[config.mk]
export PLATFORM = sky130hd
export DESIGN_NAME = fetch_unit
export DESIGN_NICKNAME = d
export VERILOG_FILES = /design/src/rtl/fetch_unit_pkg.sv /design/src/rtl/rv32i_pc_reg.sv /design/src/rtl/fetch_unit.sv
export SDC_FILE = /design/constraint.sdc
export NUM_CORES = 1
export LEC_CHECK = 0
export BUFFER_PORTS_ARGS = -buffer_cell sky130_fd_sc_hd__buf_4
export CORE_MARGIN = 2
export CORE_UTILIZATION = 45
export DETAILED_ROUTE_END_ITERATION = 10
export PLACE_DENSITY_LB_ADDON = 0.05
export SYNTH_ARGS = -nofsm -noshare
export SYNTH_HDL_FRONTEND = slang
export SYNTH_SLANG_ARGS = --single-unit
[constraint.sdc]
create_clock -name clk -period 2.4 [get_ports clk]
set_clock_uncertainty 0.15 [all_clocks]
set_input_delay 0.12 -clock clk [delete_from_list [all_inputs] [get_ports clk]]
set_output_delay 0.12 -clock clk [all_outputs]
set_load 0.005 [all_outputs]
[src/rtl/fetch_unit_pkg.sv]
// Shared RV32I front-end definitions: opcode constants, NOP encoding, fetch FSM
// states and a word-alignment helper. Imported by fetch_unit, rv32i_pc_reg and
// the Controller so every stage agrees on the encodings.
package fetch_unit_pkg;

  localparam logic [6:0]  OP_R      = 7'b0110011;
  localparam logic [6:0]  OP_I      = 7'b0010011;
  localparam logic [31:0] NOP_INSTR = 32'h0000_0013;  // addi x0, x0, 0

  typedef enum logic [1:0] {
    ST_IDLE  = 2'd0,
    ST_FETCH = 2'd1,
    ST_HOLD  = 2'd2,
    ST_DRAIN = 2'd3
  } fetch_state_e;

  // Instruction addresses are word aligned; the low two bits are dropped.
  function automatic logic [31:0] align_word(input logic [31:0] addr);
    return {addr[31:2], 2'b00};
  endfunction

endpackage

[src/rtl/rv32i_pc_reg.sv]
// Program counter register: reset to RESET_PC, +4 increment, aligned redirect load.
// Latency: new PC visible the cycle after load_i/inc_i; pc_nxt_o shows it early.
// Backpressure: none; load_i has priority over inc_i.
// Ports: clk, rst_n (sync, active-low), load_i/load_pc_i (redirect target),
//        inc_i (advance by one word), pc_o (current), pc_nxt_o (next-state value).
module rv32i_pc_reg
  import fetch_unit_pkg::*;
#(
  parameter logic [31:0] RESET_PC = 32'h0000_0000
) (
  input  logic        clk,
  input  logic        rst_n,
  input  logic        load_i,
  input  logic [31:0] load_pc_i,
  input  logic        inc_i,
  output logic [31:0] pc_o,
  output logic [31:0] pc_nxt_o
);

  logic [31:0] pc_q;
  logic [31:0] pc_d;

  always_comb begin
    pc_d = pc_q;
    if (load_i) begin
      pc_d = align_word(load_pc_i);
    end else if (inc_i) begin
      pc_d = pc_q + 32'd4;  // 0xFFFF_FFFC wraps to 0 naturally
    end
  end

  always_ff @(posedge clk) begin
    if (!rst_n) begin
      pc_q <= RESET_PC;
    end else begin
      pc_q <= pc_d;
    end
  end

  assign pc_o     = pc_q;
  assign pc_nxt_o = pc_d;

endmodule

[src/rtl/fetch_unit.sv]
// Instruction fetch: reads one word per request, holds it for the decode stage.
// Latency: 1 cycle from imem_ack to instr_valid; request issued the cycle after IDLE/consume.
// Backpressure: instr_ready=0 holds the instruction and stops fetching; redirects always win.
// Ports: clk, rst_n (sync, active-low); imem_req/imem_addr/imem_ack/imem_rdata memory side;
//        redirect/redirect_pc branch target; instr_valid/instr_ready/instr/pc_out and the
//        decoded fields opcode/rd/funct3/rs1/rs2/funct7 toward the Controller/ALU stage.
module fetch_unit
  import fetch_unit_pkg::*;
#(
  parameter logic [31:0] RESET_PC = 32'h0000_0000
) (
  input  logic        clk,
  input  logic        rst_n,
  output logic        imem_req,
  output logic [31:0] imem_addr,
  input  logic        imem_ack,
  input  logic [31:0] imem_rdata,
  input  logic        redirect,
  input  logic [31:0] redirect_pc,
  output logic        instr_valid,
  input  logic        instr_ready,
  output logic [31:0] instr,
  output logic [6:0]  opcode,
  output logic [4:0]  rd,
  output logic [2:0]  funct3,
  output logic [4:0]  rs1,
  output logic [4:0]  rs2,
  output logic [6:0]  funct7,
  output logic [31:0] pc_out
);

  fetch_state_e state_q;
  logic         imem_req_q;
  logic [31:0]  imem_addr_q;
  logic         instr_valid_q;
  logic [31:0]  instr_q;
  logic [31:0]  pc_out_q;

  logic [31:0]  pc_q;
  logic [31:0]  pc_nxt;
  logic         pc_inc;

  // Redirect is honoured in every state; the PC only advances when the held
  // instruction is consumed.
  assign pc_inc = (state_q == ST_HOLD) && instr_ready;

  rv32i_pc_reg #(
    .RESET_PC (RESET_PC)
  ) u_pc_reg (
    .clk       (clk),
    .rst_n     (rst_n),
    .load_i    (redirect),
    .load_pc_i (redirect_pc),
    .inc_i     (pc_inc),
    .pc_o      (pc_q),
    .pc_nxt_o  (pc_nxt)
  );

  // imem_addr is registered separately from the PC: in DRAIN the PC already
  // holds the redirect target while the bus must keep showing the old address.
  always_ff @(posedge clk) begin
    if (!rst_n) begin
      state_q       <= ST_IDLE;
      imem_req_q    <= 1'b0;
      imem_addr_q   <= RESET_PC;
      instr_valid_q <= 1'b0;
      instr_q       <= NOP_INSTR;
      pc_out_q      <= RESET_PC;
    end else begin
      case (state_q)
        ST_IDLE: begin
          state_q     <= ST_FETCH;
          imem_req_q  <= 1'b1;
          imem_addr_q <= pc_nxt;
        end

        ST_FETCH: begin
          if (redirect) begin
            if (imem_ack) begin
              // Response belongs to the abandoned path; refetch immediately.
              imem_addr_q <= pc_nxt;
            end else begin
              // Request cannot be aborted; wait out its ack on the old address.
              state_q <= ST_DRAIN;
            end
          end else if (imem_ack) begin
            state_q       <= ST_HOLD;
            imem_req_q    <= 1'b0;
            instr_q       <= imem_rdata;
            pc_out_q      <= pc_q;
            instr_valid_q <= 1'b1;
          end
        end

        ST_HOLD: begin
          if (redirect || instr_ready) begin
            state_q       <= ST_FETCH;
            imem_req_q    <= 1'b1;
            imem_addr_q   <= pc_nxt;
            instr_valid_q <= 1'b0;
          end
        end

        ST_DRAIN: begin
          // Further redirects here only update the PC register.
          if (imem_ack) begin
            state_q     <= ST_FETCH;
            imem_addr_q <= pc_nxt;
          end
        end

        default: begin
          state_q       <= ST_IDLE;
          imem_req_q    <= 1'b0;
          instr_valid_q <= 1'b0;
        end
      endcase
    end
  end

  assign imem_req    = imem_req_q;
  assign imem_addr   = imem_addr_q;
  assign instr_valid = instr_valid_q;
  assign instr       = instr_q;
  assign pc_out      = pc_out_q;

  // Decode fields come from the held register so they stay stable under backpressure.
  assign opcode = instr_q[6:0];
  assign rd     = instr_q[11:7];
  assign funct3 = instr_q[14:12];
  assign rs1    = instr_q[19:15];
  assign rs2    = instr_q[24:20];
  assign funct7 = instr_q[31:25];

endmodule

Word level (Yosys, flattened, before mapping)
Cells that the tools add are included.
- add/subtract/negate cells: 1
- eq/ne operators: 10
- muxes and demuxes: 20
- bitwise operators: 1
- reductions and logical operators: 10
- operator list (kind ; count):
    two-way mux 32 bit ; 5
    one-hot mux 32 bit (4 select lines) ; 1
    adder 32 x 3 -> 32 bit (second input constant) ; 1
    AND reduction 4 bit ; 3
    two-way mux 2 bit ; 5
    inequality test 2 bit (second input constant) ; 4
    one-hot mux 2 bit (4 select lines) ; 1
    two-way mux 1 bit ; 6
    inequality test 3 bit (second input constant) ; 2
    equality test 2 bit (second input constant) ; 2
    one-hot mux 1 bit (3 select lines) ; 1
    AND reduction 3 bit ; 1
    nonzero test 3 bit ; 1
    equality test 2 x 1 -> 1 bit (second input constant) ; 1
    zero test 2 bit ; 1
    inequality test 2 x 1 -> 1 bit (second input constant) ; 1
    one-hot mux 1 bit (2 select lines) ; 1
    AND reduction 2 bit ; 1
    nonzero test 2 bit ; 1
    logical AND 1 bit ; 1
    logical OR 1 bit ; 1
    inverter 1 bit ; 1
- register bits after elaboration: 132
- input bits: 69
- output and inout bits: 130
- word-level logic and storage cells: 49

Logic depth before layout (Yosys ltp)
Gate-level depths: netlist of the first run.
- depth after elaboration: 7
- gate-level depth with buffers: 8
- mapped depth without buffers: 6

Modules after synthesis
From an unflattened synthesis of the first run, not the netlist that was laid out.
- cell total of the unflattened synthesis: 771
- area, all modules: 6384.9 um2
- by module, submodules not included (module ; instances ; cells an instance ; area an instance (um2) ; sequential area each (um2)):
    fetch_unit ; 1 ; 478 ; 4147.7 ; 2001.9
    rv32i_pc_reg ; 1 ; 293 ; 2237.1 ; 640.6

Worst setup path before layout of the first run
Ideal clock, no wire load.
- path kind: register to register
- start point: reg u_pc_reg.pc_q[6] (netlist: u_pc_reg.pc_o[6])
- end point: reg imem_addr_q[29] (netlist: imem_addr[29])
- arrival: 2.064 ns
- required time: 2.163 ns
- path slack: 0.099 ns
- stages on the path, launching flop included: 7
- buffers on the path: 1
- path through: dfxtp_1 > nand4_1 > or4_1 > clkbuf_1 > nor4_1 > mux2_2 > o31ai_1
- longest elaborated chain between the ends: 6
- RTL lines (what ; RTL line ; source):
    start, declared ; rv32i_pc_reg.sv:20 ; logic [31:0] pc_q;
    start signal, assigned ; rv32i_pc_reg.sv:36 ; pc_q <= pc_d;
    adder 32 x 3 -> 32 bit (*) ; rv32i_pc_reg.sv:28 ; pc_d = pc_q + 32'd4;
    two-way mux 32 bit (*) ; rv32i_pc_reg.sv:27 ; end else if (inc_i) begin
    two-way mux 32 bit (*) ; rv32i_pc_reg.sv:25 ; if (load_i) begin
    two-way mux 32 bit ; fetch_unit.sv:79, fetch_unit.sv:106 ;
    two-way mux 32 bit ; fetch_unit.sv:78 ; if (redirect) begin
    one-hot mux 32 bit (4 select lines) (*) ; fetch_unit.sv:70 ; case (state_q)
    end signal, assigned ; fetch_unit.sv:74 ; imem_addr_q <= pc_nxt;
    end signal, assigned ; fetch_unit.sv:81 ; imem_addr_q <= pc_nxt;
    end signal, assigned ; fetch_unit.sv:108 ; imem_addr_q <= pc_nxt;
    end, declared ; fetch_unit.sv:34 ; logic [31:0] imem_addr_q;
Mark *: on every way between the ends. The rest lies on a longest branch, timed or not. The select of a mux whose other input is x is not followed.
A chain may end at the register's enable or synchronous reset.

Final worst setup path of the first run
- start point: reg u_pc_reg.pc_q[2] (netlist: u_pc_reg.pc_o[2])
- end point: reg imem_addr_q[28] (netlist: imem_addr[28])
The elaborated chain is that of the path after synthesis.

==> results of run 1 <==
[final cells by class]
cell class                 instances  area [sq um]  share of cell area [%]
clock inverter                     4         47.55                  0.5606
tap                              168         210.2                   2.479
multi-input combinational        485          2579                   30.41
timing repair buffer             300          2466                   29.08
clock buffer                      25         505.5                   5.960
inverter                           8         30.03                  0.3541
sequential                       132          2643                   31.16
[per-stage QoR]
stage	util [%]	setup TNS (ns)	setup slack, ns
floorplan	-	0	0.09910
global placement	59.04	0	0.05786
detailed placement	59.04	0	0.01036
CTS	69.77	0	0.02932
global route	70.02	-0.01105	-0.01105
finish	70.02	0	0.06133
[flip-flops by register name (all words and copies together), names as in the netlist]
| register | cells |
|---|---|
| imem_addr | 32 |
| instr | 32 |
| pc_out | 32 |
| u_pc_reg.pc_o | 32 |
| state_q | 2 |
| imem_req | 1 |
| instr_valid | 1 |
[tightest hold or removal path, delay by kind of cell (launching register included)]
family / cells / cell delay [ns]
AND/OR/NAND/NOR: 1 / 0.05
flip-flops: 1 / 0.30
AO/OA/AOI/OAI: 1 / 0.05
[power groups by stage]
stage / Clock [mW] / Combinational, mW / Sequential, mW
5_1_grt: 2.55 / 0.770 / 2.40
6_report: 2.42 / 0.708 / 2.39
3_5_place_dp: 0 / 0.602 / 2.43
3_3_place_gp: 0 / 0.591 / 2.43
2_1_floorplan: 0 / 0.293 / 2.42
4_1_cts: 2.46 / 0.702 / 2.39
[synth_stat cells (7+ instances only)]
master and number:
a21oi_1 73, a31oi_1 7, and3_1 10, buf_4 32, clkbuf_1 39, dfxtp_1 132
inv_1 8, nand2_1 160, nand3_1 33, nand4_1 9, nor2_1 34, nor3_1 17
nor4_1 11, o21ai_0 33, o31ai_1 16
[metal layers]
layer | track usage (%) | part of all wire (%) | up-vias
met3 | 5.805 | 6.9 | 21
met1 | 30.67 | 42 | 2725
met5 | 0 | 0 | -
met4 | 8.492 | 1.3 | 0
li1 | - | - | 2883
met2 | 45.07 | 49 | 232
[how the worst max path moves through the flow]
stage / slack [ns] / end / startpoint
floorplan: 0.1 / imem_addr[29] / u_pc_reg.pc_o[6]
global route: -0.01 / imem_addr[28] / u_pc_reg.pc_o[2]
global placement: 0.06 / imem_addr[29] / u_pc_reg.pc_o[9]
finish: 0.06 / imem_addr[28] / u_pc_reg.pc_o[2]
CTS: 0.03 / imem_addr[28] / u_pc_reg.pc_o[2]
detailed placement: 0.01 / imem_addr[29] / u_pc_reg.pc_o[9]
[kinds of logic after synthesis]
logic type	Yosys count	share of synthesized area, %
xor+xnor	9	1.395
compound gates	159	16.81
simple gates	310	25.47
fa+ha+maj	1	0.2214
buf+inv	90	8.237
flops	132	46.77
mux	6	1.107
[timing repair]
| action | CTS | global route |
|---|---|---|
| endpoints found under the setup margin | 1 | 10 |
| gates cloned | 0 | 0 |
| pin swaps | 0 | 1 |
| hold buffers | 74 | 0 |
| hold endpoints to repair | 90 | 0 |
| gates resized for setup | 1 | 6 |
==> impl_summary.txt, run 1 <==
----------------------------------------------------
[Place]
  Final HPWL DP ... between 10,000 and 15,000 um
  Placed Instance Area ... between 7000 and 8000 sq um
  Number of input and output port buffers inserted ... 196
  Routability congestion estimate from global placement ... about 0.84
  Placed cell count ... 1,019

[Floorplan]
  Vertical die dimension ... 116.1 um
  Full die area ... approximately 13,000 sq um
  Die width ... approximately 120 um
  Io pins ... 199
  Initial Utilization ... a little under half
  Count of standard-cell rows ... 40
  Floorplan Core Area ... about 12,000 sq um

[Synthesis]
  Summed instance area of the synthesized netlist ... ~5700 sq um
  Distinct cell type count after synthesis ... 55
  Ranking of synthesized cells by area ... dfxtp_1 (47%), nand2_1 (11%), a21oi_1 (6.5%)
  Dominant cell type by area after synthesis ... dfxtp_1
  Most used flip-flop cell after synthesis ... dfxtp_1
  Cell count after synthesis ... about 700
  Post-synth net total ... a little under 800
  Area share of the largest cell type after synthesis ... between 40% and 50%
  Post-synth EDFFs ... 0
  Average footprint of a synthesized cell ... around 8.0 sq um
  Synth warnings ... 0
  Synthesized flop and latch total ... 132
  Sequential area share after synthesis ... between 40 and 50%
  Async SR Flop Fraction ... 0%

[Cells and area]
  Final instance area ... ~8500 sq um
  Area grow syn2layout ... 50.09%
  Nets@finish ... between 1,000 and 1,500
  Highest-count cells in the layout ignoring fill and taps ... buf_4 (223), nand2_1 (159), dfxtp_1 (132)
  Leading cell type in the layout, fill and taps excluded ... buf_4
  Antenna Cells ... 0
  Number of standard cells in the final layout excluding fillers ... 1,122
  Number of filler instances in the final layout ... ~1,000
  Ratio of cells with drive above 1 in the final layout ... between 20 and 30%

[Job]
  Max cap viols ... 0

[STA]
  Final max-slew violation count ... 0
  Min Tclk post-route ... ~2.3 ns
  Final setup violation count ... 0
  Pin slew with the least headroom to its limit ... ~0.49 ns
  Setup repair after global routing missed its margin ... yes
  Slew headroom ... 66.92%
  Final Hold Slack ... just over 0.3 ns
  Final Cycle Share ... a little under 100%
  Achievable Freq ... between 400 and 500 MHz
  Number of failing hold endpoints at the final stage ... 0

[Power]
  Total Power Consumption ... 5.525 mW
  Worst voltage drop across the vdd grid ... 0.3856 mV
  Sequential power share ... 43.3%
  Net Switching ... ~1.3 mW
  Power per cell area ... approximately 650 nW/um^2
  Combinational power share ... around 13%
  Leakage Power ... roughly 3.6 nW
  Int Power ... 4.224 mW
  Fraction of power spent switching nets ... between 20% and 30%
  Fraction of power consumed by the clock network ... 43.9%

[Status]
  Run status ... finished, final reports clean

[Routing]
  Per-cell via count in the routed design ... approximately 5.2
  Detail-routed net length per standard cell ... 15.64 um
  Routed wire length ... ~18,000 um
  Routed Antenna Nets ... 0
  First-iteration detailed-routing DRC count ... 300
  Number of remaining DRC errors ... 0
  Via total after detailed routing ... 5,861
  Detailed Routing Iterations Pass 1 ... 5

[Critical path]
  CP endpoint kind ... register
  Type of the worst setup path ... register to register
  Number of cells on the worst reg-to-reg path ... 7
  Buf+Inv Stages, Crit Path ... 1
  Sequence of cells on the critical path ... ha_1 > nand4b_2 > or4_4 > buf_6 > or4_1 > a21boi_1 > o21a_1
  Crit path DAT ... approximately 2.6 ns
  Slowest stage delay, CP ... 0.55 ns
  Required time reported for the critical path endpoint ... approximately 2.6 ns
  Critical register-to-register path endpoint ... imem_addr[28]
  Path length in cells of the critical path ... 7
  Max Fanout on Critical Path ... 12
  Reg2reg start ... u_pc_reg.pc_o[2]
  Crit-path leading delay family ... simple AND/OR/NAND/NOR gates
  Master of the slowest instance on the critical path ... or4_4
  Worst setup slack for register-to-register paths ... approximately 0.061 ns
  Setup crit start kind ... register

[Clocking]
  Number of setup buffers added after CTS ... 0
  Clock buffers created by TritonCTS ... 17
  Clock sink count ... around 130
  Depth of the CTS H-tree ... 4
  TritonCTS clock tree ... built
  Clock latency reported for the late side of the worst-skew pair ... approximately 0.41 ns
  CTS max path bufs ... 2
  Root buffer cell ... clkbuf_16
  Reg clk slew, reported paths ... approximately 0.050 ns

[GRT]
  Total global routing overflow ... 0
  Largest net degree at the start of global routing ... 48
  Gr usage total ... between 20% and 30%
  Via count of the first global-routing pass ... 5,514
  Number of antenna violations at the first check in global routing ... 0
  Wire length of the first global-routing pass ... approximately 27,000 um

[Worst hold path]
  Hold Crit Class ... register to register
  Worst Hold Endpoint ... pc_out[31]
  Cell count of the worst hold path ... 2
  Startpoint of the worst hold path ... pc_out[31]

----------------------------------------------------
(Power assumes the default switching activity.)
==> run 2: changes to the inputs <==
--- a/config.mk
+++ b/config.mk
@@ -8,6 +8,7 @@
 export BUFFER_PORTS_ARGS = -buffer_cell sky130_fd_sc_hd__buf_4
 export CORE_MARGIN = 2
 export CORE_UTILIZATION = 45
+export CTS_CLUSTER_SIZE = 30
 export DETAILED_ROUTE_END_ITERATION = 10
 export PLACE_DENSITY_LB_ADDON = 0.05
 export SYNTH_ARGS = -nofsm -noshare
==> constraint.sdc (replaced) <==
create_clock -name clk -period 1.92 [get_ports clk]
set_clock_uncertainty 0.15 [all_clocks]
set_input_delay 0.096 -clock clk [delete_from_list [all_inputs] [get_ports clk]]
set_output_delay 0.096 -clock clk [all_outputs]
set_load 0.005 [all_outputs]
==> impl_summary.txt, run 2 (synthesized netlist as in run 1, its figures left out) <==
----------------------------------------------------
[Status]
  Run status ... finished, violations left (was finished, final reports clean)
  Violated checks ... negative setup slack

[Cells and area]
  Nets@finish ... 1,057 (was 1,014)
  Area grow syn2layout ... 63.11% (was 50.09%)
  Ratio of cells with drive above 1 in the final layout ... 38.04% (was 28.62%)
  Leading cell type in the layout, fill and taps excluded ... buf_4 (unchanged)
  Antenna Cells ... 0 (unchanged)
  Highest-count cells in the layout ignoring fill and taps ... buf_4 (255), nand2_1 (157), dfxtp_1 (118) (was buf_4 (223), nand2_1 (159), dfxtp_1 (132))
  Final instance area ... 9216 sq um (was 8481 sq um)

[Worst hold path]
  Hold Crit Class ... primary input to register (was register to register)

[Routing]
  First-iteration detailed-routing DRC count ... 345 (was 300)
  Routed Antenna Nets ... 0 (unchanged)
  Detailed Routing Iterations Pass 1 ... 5 (unchanged)
  Number of remaining DRC errors ... 0 (unchanged)
  Routed wire length ... 19,210 um (was 17,550 um)
  Detail-routed net length per standard cell ... 16.58 um (was 15.64 um)
  Per-cell via count in the routed design ... 5.353 (was 5.224)
  Via total after detailed routing ... 6,204 (was 5,861)

[STA]
  Final max-slew violation count ... 0 (unchanged)
  Final setup violation count ... 28 (was 0)
  Slew headroom ... 53.25% (was 66.92%)
  Final setup slack of the worst path ... -0.2289 ns (was 0.06133 ns)
  Number of failing hold endpoints at the final stage ... 0 (unchanged)
  Setup repair after global routing missed its margin ... yes (unchanged)
  Pin slew with the least headroom to its limit ... 0.6939 ns (was 0.4949 ns)
  Min Tclk post-route ... 2.149 ns (was 2.339 ns)
  Final Cycle Share ... 111.9% (was 97.44%)
  Achievable Freq ... 465.4 MHz (was 427.6 MHz)

[Floorplan]
  Io pins ... 199 (unchanged)
  Full die area ... 13,470 sq um (unchanged)
  Vertical die dimension ... 116.1 um (unchanged)
  Count of standard-cell rows ... 40 (unchanged)
  Die width ... 116.1 um (unchanged)
  Initial Utilization ... 46.65% (unchanged)
  Floorplan Core Area ... 12,110 sq um (unchanged)

[Critical path]
  Setup crit start kind ... register (unchanged)
  Required time reported for the critical path endpoint ... 2.14 ns (was 2.61 ns)
  Type of the worst setup path ... register to register (unchanged)
  Max Fanout on Critical Path ... 3 (was 12)
  Crit path DAT ... 2.37 ns (was 2.55 ns)
  CP endpoint kind ... register (unchanged)

[Clocking]
  Clock buffers created by TritonCTS ... 17 (unchanged)
  CTS max path bufs ... 2 (unchanged)
  Reg clk slew, reported paths ... 0.06 ns (was 0.05 ns)
  Clock sink count ... 132 (unchanged)
  Depth of the CTS H-tree ... 4 (unchanged)
  Clock latency reported for the late side of the worst-skew pair ... 0.42 ns (was 0.41 ns)
  Root buffer cell ... clkbuf_16 (unchanged)
  TritonCTS clock tree ... built (unchanged)

[Power]
  Worst voltage drop across the vdd grid ... 0.6227 mV (was 0.3856 mV)
  Power per cell area ... 729.0 nW/um^2 (was 651.5 nW/um^2)
  Leakage Power ... 3.959 nW (was 3.605 nW)

[Job]
  Max cap viols ... 0 (unchanged)

[GRT]
  Number of antenna violations at the first check in global routing ... 0 (unchanged)
  Gr usage total ... 26.99% (was 25.51%)
  Wire length of the first global-routing pass ... 28,390 um (was 26,850 um)
  Largest net degree at the start of global routing ... 40 (was 48)
  Total global routing overflow ... 0 (unchanged)
  Via count of the first global-routing pass ... 5,788 (was 5,514)

[Place]
  Number of input and output port buffers inserted ... 196 (unchanged)
  Routability congestion estimate from global placement ... 0.8663 (was 0.8433)
  Worst slack at placement ... -0.2675 ns (was 0.01036 ns)
  Placed Instance Area ... 7502 sq um (was 7151 sq um)
  Final HPWL DP ... 12,230 um (was 11,620 um)

----------------------------------------------------
## run 2: path summary, 6_finish.rpt
| check | start | slack, ns | cells past startpoint | to |
|---|---|---|---|---|
| max | u_pc_reg.pc_o[13] | -0.23 | 6 | u_pc_reg.pc_o[25] |
| min reg2reg | pc_out[1] | 0.30 | 2 | pc_out[1] |
| min | redirect | 0.1 | 4 | state_q[0] |
| max reg2reg | u_pc_reg.pc_o[13] | -0.23 | 6 | u_pc_reg.pc_o[25] |
## run 2: timing repair
action | in CTS | in global routing
setup endpoints to repair | 33 | 44
hold buffers | 71 | 0
endpoints found under the hold margin | 93 | 0
pin swaps | 12 | 29
resized for setup | 31 | 55
cloned | 0 | 1
setup buffers | 3 | 11
## run 2: worst max-delay path, cell delays in order (launching register included)
cell and delay (ns):
dfxtp_2 0.34, nand4_1 0.15, buf_4 0.18, or3_4 0.39
or4_4 0.42, a311oi_2 0.32, buf_4 0.15
## run 2: area by class of cell
cell class	count	area, sq um
multi-input cells	485	2970
fillers	884	2895
repair buffers	343	2873
flip-flops and latches	132	2663
clock buffers	21	460.4
well taps	168	210.2
inverters	8	30.03
clock inverters	2	10.01
## run 2: report_power, final
part / total [mW] / leakage, nW / switching (mW) / internal [mW]
Combinational: 1.03 / 2.64 / 0.477 / 0.555
Clock: 2.70 / 0.234 / 1.06 / 1.64
Sequential: 2.98 / 1.09 / 0.102 / 2.88
## run 2: metal layers
| metal | share of wire (%) | global-route usage (%) | vias up |
|---|---|---|---|
| li1 | - | - | 2959 |
| met1 | 41 | 32.58 | 2952 |
| met2 | 49 | 46.71 | 260 |
| met3 | 7.4 | 5.753 | 33 |
| met4 | 2.2 | 11.27 | 0 |
| met5 | 0 | 0 | - |
## run 2: through the flow
| step | hold WS (ns) | TNS, ns | utilization [%] | std cells | total power [mW] |
|---|---|---|---|---|---|
| final | 0.09599 | -2.768 | 76.10 | 1159 | 6.719 |
| after global routing | 0.09833 | -4.272 | 76.10 | 1159 | 6.963 |
| after CTS | 0.05800 | -1.513 | 73.03 | 1147 | 6.673 |
| after detailed placement | 0.1646 | -3.825 | 61.94 | 1050 | 3.855 |
| after global placement | 0.1536 | -2.184 | 61.94 | 1050 | 3.836 |
| after floorplan | 0.07015 | -0.8040 | - | 707 | 3.405 |
==> run 3: changes to the inputs <==
--- a/config.mk
+++ b/config.mk
@@ -5,12 +5,13 @@
 export SDC_FILE = /design/constraint.sdc
 export NUM_CORES = 1
 export LEC_CHECK = 0
+export ABC_AREA = 1
 export BUFFER_PORTS_ARGS = -buffer_cell sky130_fd_sc_hd__buf_4
 export CORE_MARGIN = 2
 export CORE_UTILIZATION = 45
 export CTS_CLUSTER_SIZE = 30
 export DETAILED_ROUTE_END_ITERATION = 10
-export PLACE_DENSITY_LB_ADDON = 0.05
+export PLACE_DENSITY = 0.75
 export SYNTH_ARGS = -nofsm -noshare
 export SYNTH_HDL_FRONTEND = slang
 export SYNTH_SLANG_ARGS = --single-unit
==> impl_summary.txt, run 3 <==
----------------------------------------------------
[Status]
  Run status ... finished, final reports clean (was finished, violations left)

[STA]
  Achievable Freq ... 553.8 MHz (was 465.4 MHz)
  Pin slew with the least headroom to its limit ... 0.4595 ns (was 0.6939 ns)
  Number of failing hold endpoints at the final stage ... 0 (unchanged)
  Final setup violation count ... 0 (was 28)
  Min Tclk post-route ... 1.806 ns (was 2.149 ns)
  Slew headroom ... 69.37% (was 53.25%)
  Final Cycle Share ... 94.05% (was 111.9%)
  Final max-slew violation count ... 0 (unchanged)
  Final setup slack of the worst path ... 0.1143 ns (was -0.2289 ns)

[Synthesis]
  Area share of the largest cell type after synthesis ... 44.30% (was 46.77%)
  Post-synth net total ... 879 (was 777)
  Top post-synthesis cells by count ... nor2_1 (141), dfxtp_1 (132), nand2_1 (115) (was nand2_1 (160), dfxtp_1 (132), a21oi_1 (73))
  Ranking of synthesized cells by area ... dfxtp_1 (44%), nor2_1 (8.9%), nand2_1 (7.2%) (was dfxtp_1 (47%), nand2_1 (11%), a21oi_1 (6.5%))
  Post-synth EDFFs ... 0 (unchanged)
  Synth warnings ... 0 (unchanged)
  Async SR Flop Fraction ... 0% (unchanged)
  Cell count after synthesis ... 809 (was 707)
  Most used flip-flop cell after synthesis ... dfxtp_1 (unchanged)
  Dominant cell type by area after synthesis ... dfxtp_1 (unchanged)
  Average footprint of a synthesized cell ... 7.374 sq um (was 7.992 sq um)
  Summed instance area of the synthesized netlist ... 5966 sq um (was 5650 sq um)
  Sequential area share after synthesis ... 44.30% (was 46.77%)
  Distinct cell type count after synthesis ... 41 (was 55)
  Synthesized flop and latch total ... 132 (unchanged)
  Most used standard cell by instance count after synthesis ... nor2_1 (was nand2_1)

[GRT]
  Number of antenna violations at the first check in global routing ... 0 (unchanged)
  Largest net degree at the start of global routing ... 55 (was 40)
  Wire length of the first global-routing pass ... 27,630 um (was 28,390 um)
  Gr usage total ... 24.46% (was 26.99%)
  Total global routing overflow ... 0 (unchanged)
  Via count of the first global-routing pass ... 5,569 (was 5,788)

[Cells and area]
  Leading cell type in the layout, fill and taps excluded ... buf_4 (unchanged)
  Core utilization of the finished layout ... 67.14% (was 76.10%)
  Nets@finish ... 1,106 (was 1,057)
  Antenna Cells ... 0 (unchanged)
  Ratio of cells with drive above 1 in the final layout ... 28.22% (was 38.04%)
  Highest-count cells in the layout ignoring fill and taps ... buf_4 (206), nor2_1 (141), dfxtp_1 (128) (was buf_4 (255), nand2_1 (157), dfxtp_1 (118))
  Area grow syn2layout ... 47.25% (was 63.11%)

[Critical path]
  Critical register-to-register path endpoint ... imem_addr[12] (was u_pc_reg.pc_o[25])
  Required time reported for the critical path endpoint ... 2.08 ns (was 2.14 ns)
  Launch point of the critical path ... u_pc_reg.pc_o[3] (was u_pc_reg.pc_o[13])
  Reg2reg start ... u_pc_reg.pc_o[3] (was u_pc_reg.pc_o[13])
  CP endpoint kind ... register (unchanged)
  Worst setup slack for register-to-register paths ... 0.11 ns (was -0.23 ns)
  Crit path DAT ... 1.97 ns (was 2.37 ns)
  Number of cells on the worst reg-to-reg path ... 8 (was 6)
  Max Fanout on Critical Path ... 5 (was 3)
  Setup crit start kind ... register (unchanged)
  Type of the worst setup path ... register to register (unchanged)
  Timing endpoint of the critical path ... imem_addr[12] (was u_pc_reg.pc_o[25])

[Floorplan]
  Die width ... 119.1 um (was 116.1 um)
  Full die area ... 14,190 sq um (was 13,470 sq um)
  Floorplan Core Area ... 13,090 sq um (was 12,110 sq um)
  Count of standard-cell rows ... 42 (was 40)
  Vertical die dimension ... 119.1 um (was 116.1 um)
  Io pins ... 199 (unchanged)
  Initial Utilization ... 45.59% (was 46.65%)

[Clocking]
  Clock sink count ... 132 (unchanged)
  Clock latency reported for the late side of the worst-skew pair ... 0.41 ns (was 0.42 ns)
  TritonCTS clock tree ... built (unchanged)
  Reg clk slew, reported paths ... 0.06 ns (about the same)
  Root buffer cell ... clkbuf_16 (unchanged)
  Depth of the CTS H-tree ... 4 (unchanged)
  CTS max path bufs ... 2 (unchanged)
  Clock buffers created by TritonCTS ... 17 (unchanged)

[Routing]
  Via total after detailed routing ... 6,078 (was 6,204)
  First-iteration detailed-routing DRC count ... 484 (was 345)
  Detailed Routing Iterations Pass 1 ... 8 (was 5)
  Number of remaining DRC errors ... 0 (unchanged)
  Detail-routed net length per standard cell ... 14.56 um (was 16.58 um)
  Routed Antenna Nets ... 0 (unchanged)
  Per-cell via count in the routed design ... 4.962 (was 5.353)
  Routed wire length ... 17,830 um (was 19,210 um)

[Power]
  Power per cell area ... 904.2 nW/um^2 (was 729.0 nW/um^2)
  Total Power Consumption ... 7.943 mW (was 6.719 mW)
  Leakage Power ... 4.124 nW (was 3.959 nW)
  Worst voltage drop across the vdd grid ... 0.5736 mV (was 0.6227 mV)

[Place]
  Number of input and output port buffers inserted ... 196 (unchanged)
  Worst slack at placement ... 0.1011 ns (was -0.2675 ns)
  Routability congestion estimate from global placement ... 0.8773 (was 0.8663)
  Final HPWL DP ... 11,500 um (was 12,230 um)

[Worst hold path]
  Hold Crit Class ... primary input to register (unchanged)

[Job]
  Max cap viols ... 0 (unchanged)

----------------------------------------------------
[run 3: worst min path at each step]
stage                  start       end  cells past startpoint
3_5_place_dp   imem_rdata[0]  instr[0]                      3
5_1_grt        imem_rdata[4]  instr[4]                      4
3_3_place_gp   imem_rdata[4]  instr[4]                      3
4_1_cts        imem_rdata[4]  instr[4]                      4
2_1_floorplan  imem_rdata[0]  instr[0]                      2
6_report       imem_rdata[4]  instr[4]                      4
[run 3: cells by family after synthesis]
| kind of cell | after synthesis | synth area share (%) |
|---|---|---|
| compound gates | 157 | 13.78 |
| xor+xnor | 3 | 0.4405 |
| fa+ha+maj | 1 | 0.2097 |
| buf+inv | 151 | 12.77 |
| flops | 132 | 44.30 |
| mux | 1 | 0.1678 |
| simple gates | 364 | 28.33 |
[run 3: critical path, stage by stage, from the launching register on]
cell	delay [ns]
dfxtp_2	0.36
ha_2	0.20
nand3_2	0.14
nor2_8	0.18
nand4_1	0.12
o21ai_0	0.31
nand3_1	0.13
nand2_1	0.09
inv_1	0.04
[run 3: per-stage QoR]
stage | hold WS, ns | cell area, sq um | std cells | setup TNS [ns]
after floorplan | 0.05922 | 5966 | 809 | 0
after global placement | 0.1483 | 7352 | 1121 | 0
after detailed placement | 0.1543 | 7352 | 1121 | 0
after CTS | 0.2861 | 8695 | 1219 | 0
after global routing | 0.3097 | 8785 | 1225 | -0.01591
final | 0.2960 | 8785 | 1225 | 0
[run 3: report_power, final]
group	internal, mW	switching (mW)	total (mW)
combinational	0.596	0.546	1.14
sequential	2.93	0.148	3.08
clock	2.50	1.22	3.72
total	6.03	1.91	7.94
[run 3: area by class of cell]
| class | instances | area (sq um) |
|---|---|---|
| Fill cell | 1089 | 4300 |
| Sequential cell | 132 | 2648 |
| Multi-Input combinational cell | 527 | 2589 |
| Timing Repair Buffer | 278 | 2332 |
| Clock buffer | 19 | 452.9 |
| Inverter | 80 | 314.1 |
| Clock inverter | 13 | 229.0 |
| Tap cell | 176 | 220.2 |
[run 3: metal layers]
| metal | global-route usage [%] | part of all wire (%) |
|---|---|---|
| met5 | 0 | 0 |
| met4 | 9.673 | 2.3 |
| met3 | 5.268 | 6.9 |
| met2 | 40.16 | 47 |
| met1 | 31.35 | 44 |
[run 3: repair_timing]
action / in CTS / in global routing
endpoints found under the setup margin: 0 / 35
buffers inserted: 0 / 4
endpoints found under the hold margin: 97 / 0
resized for setup: 0 / 10
hold buffers: 66 / 0
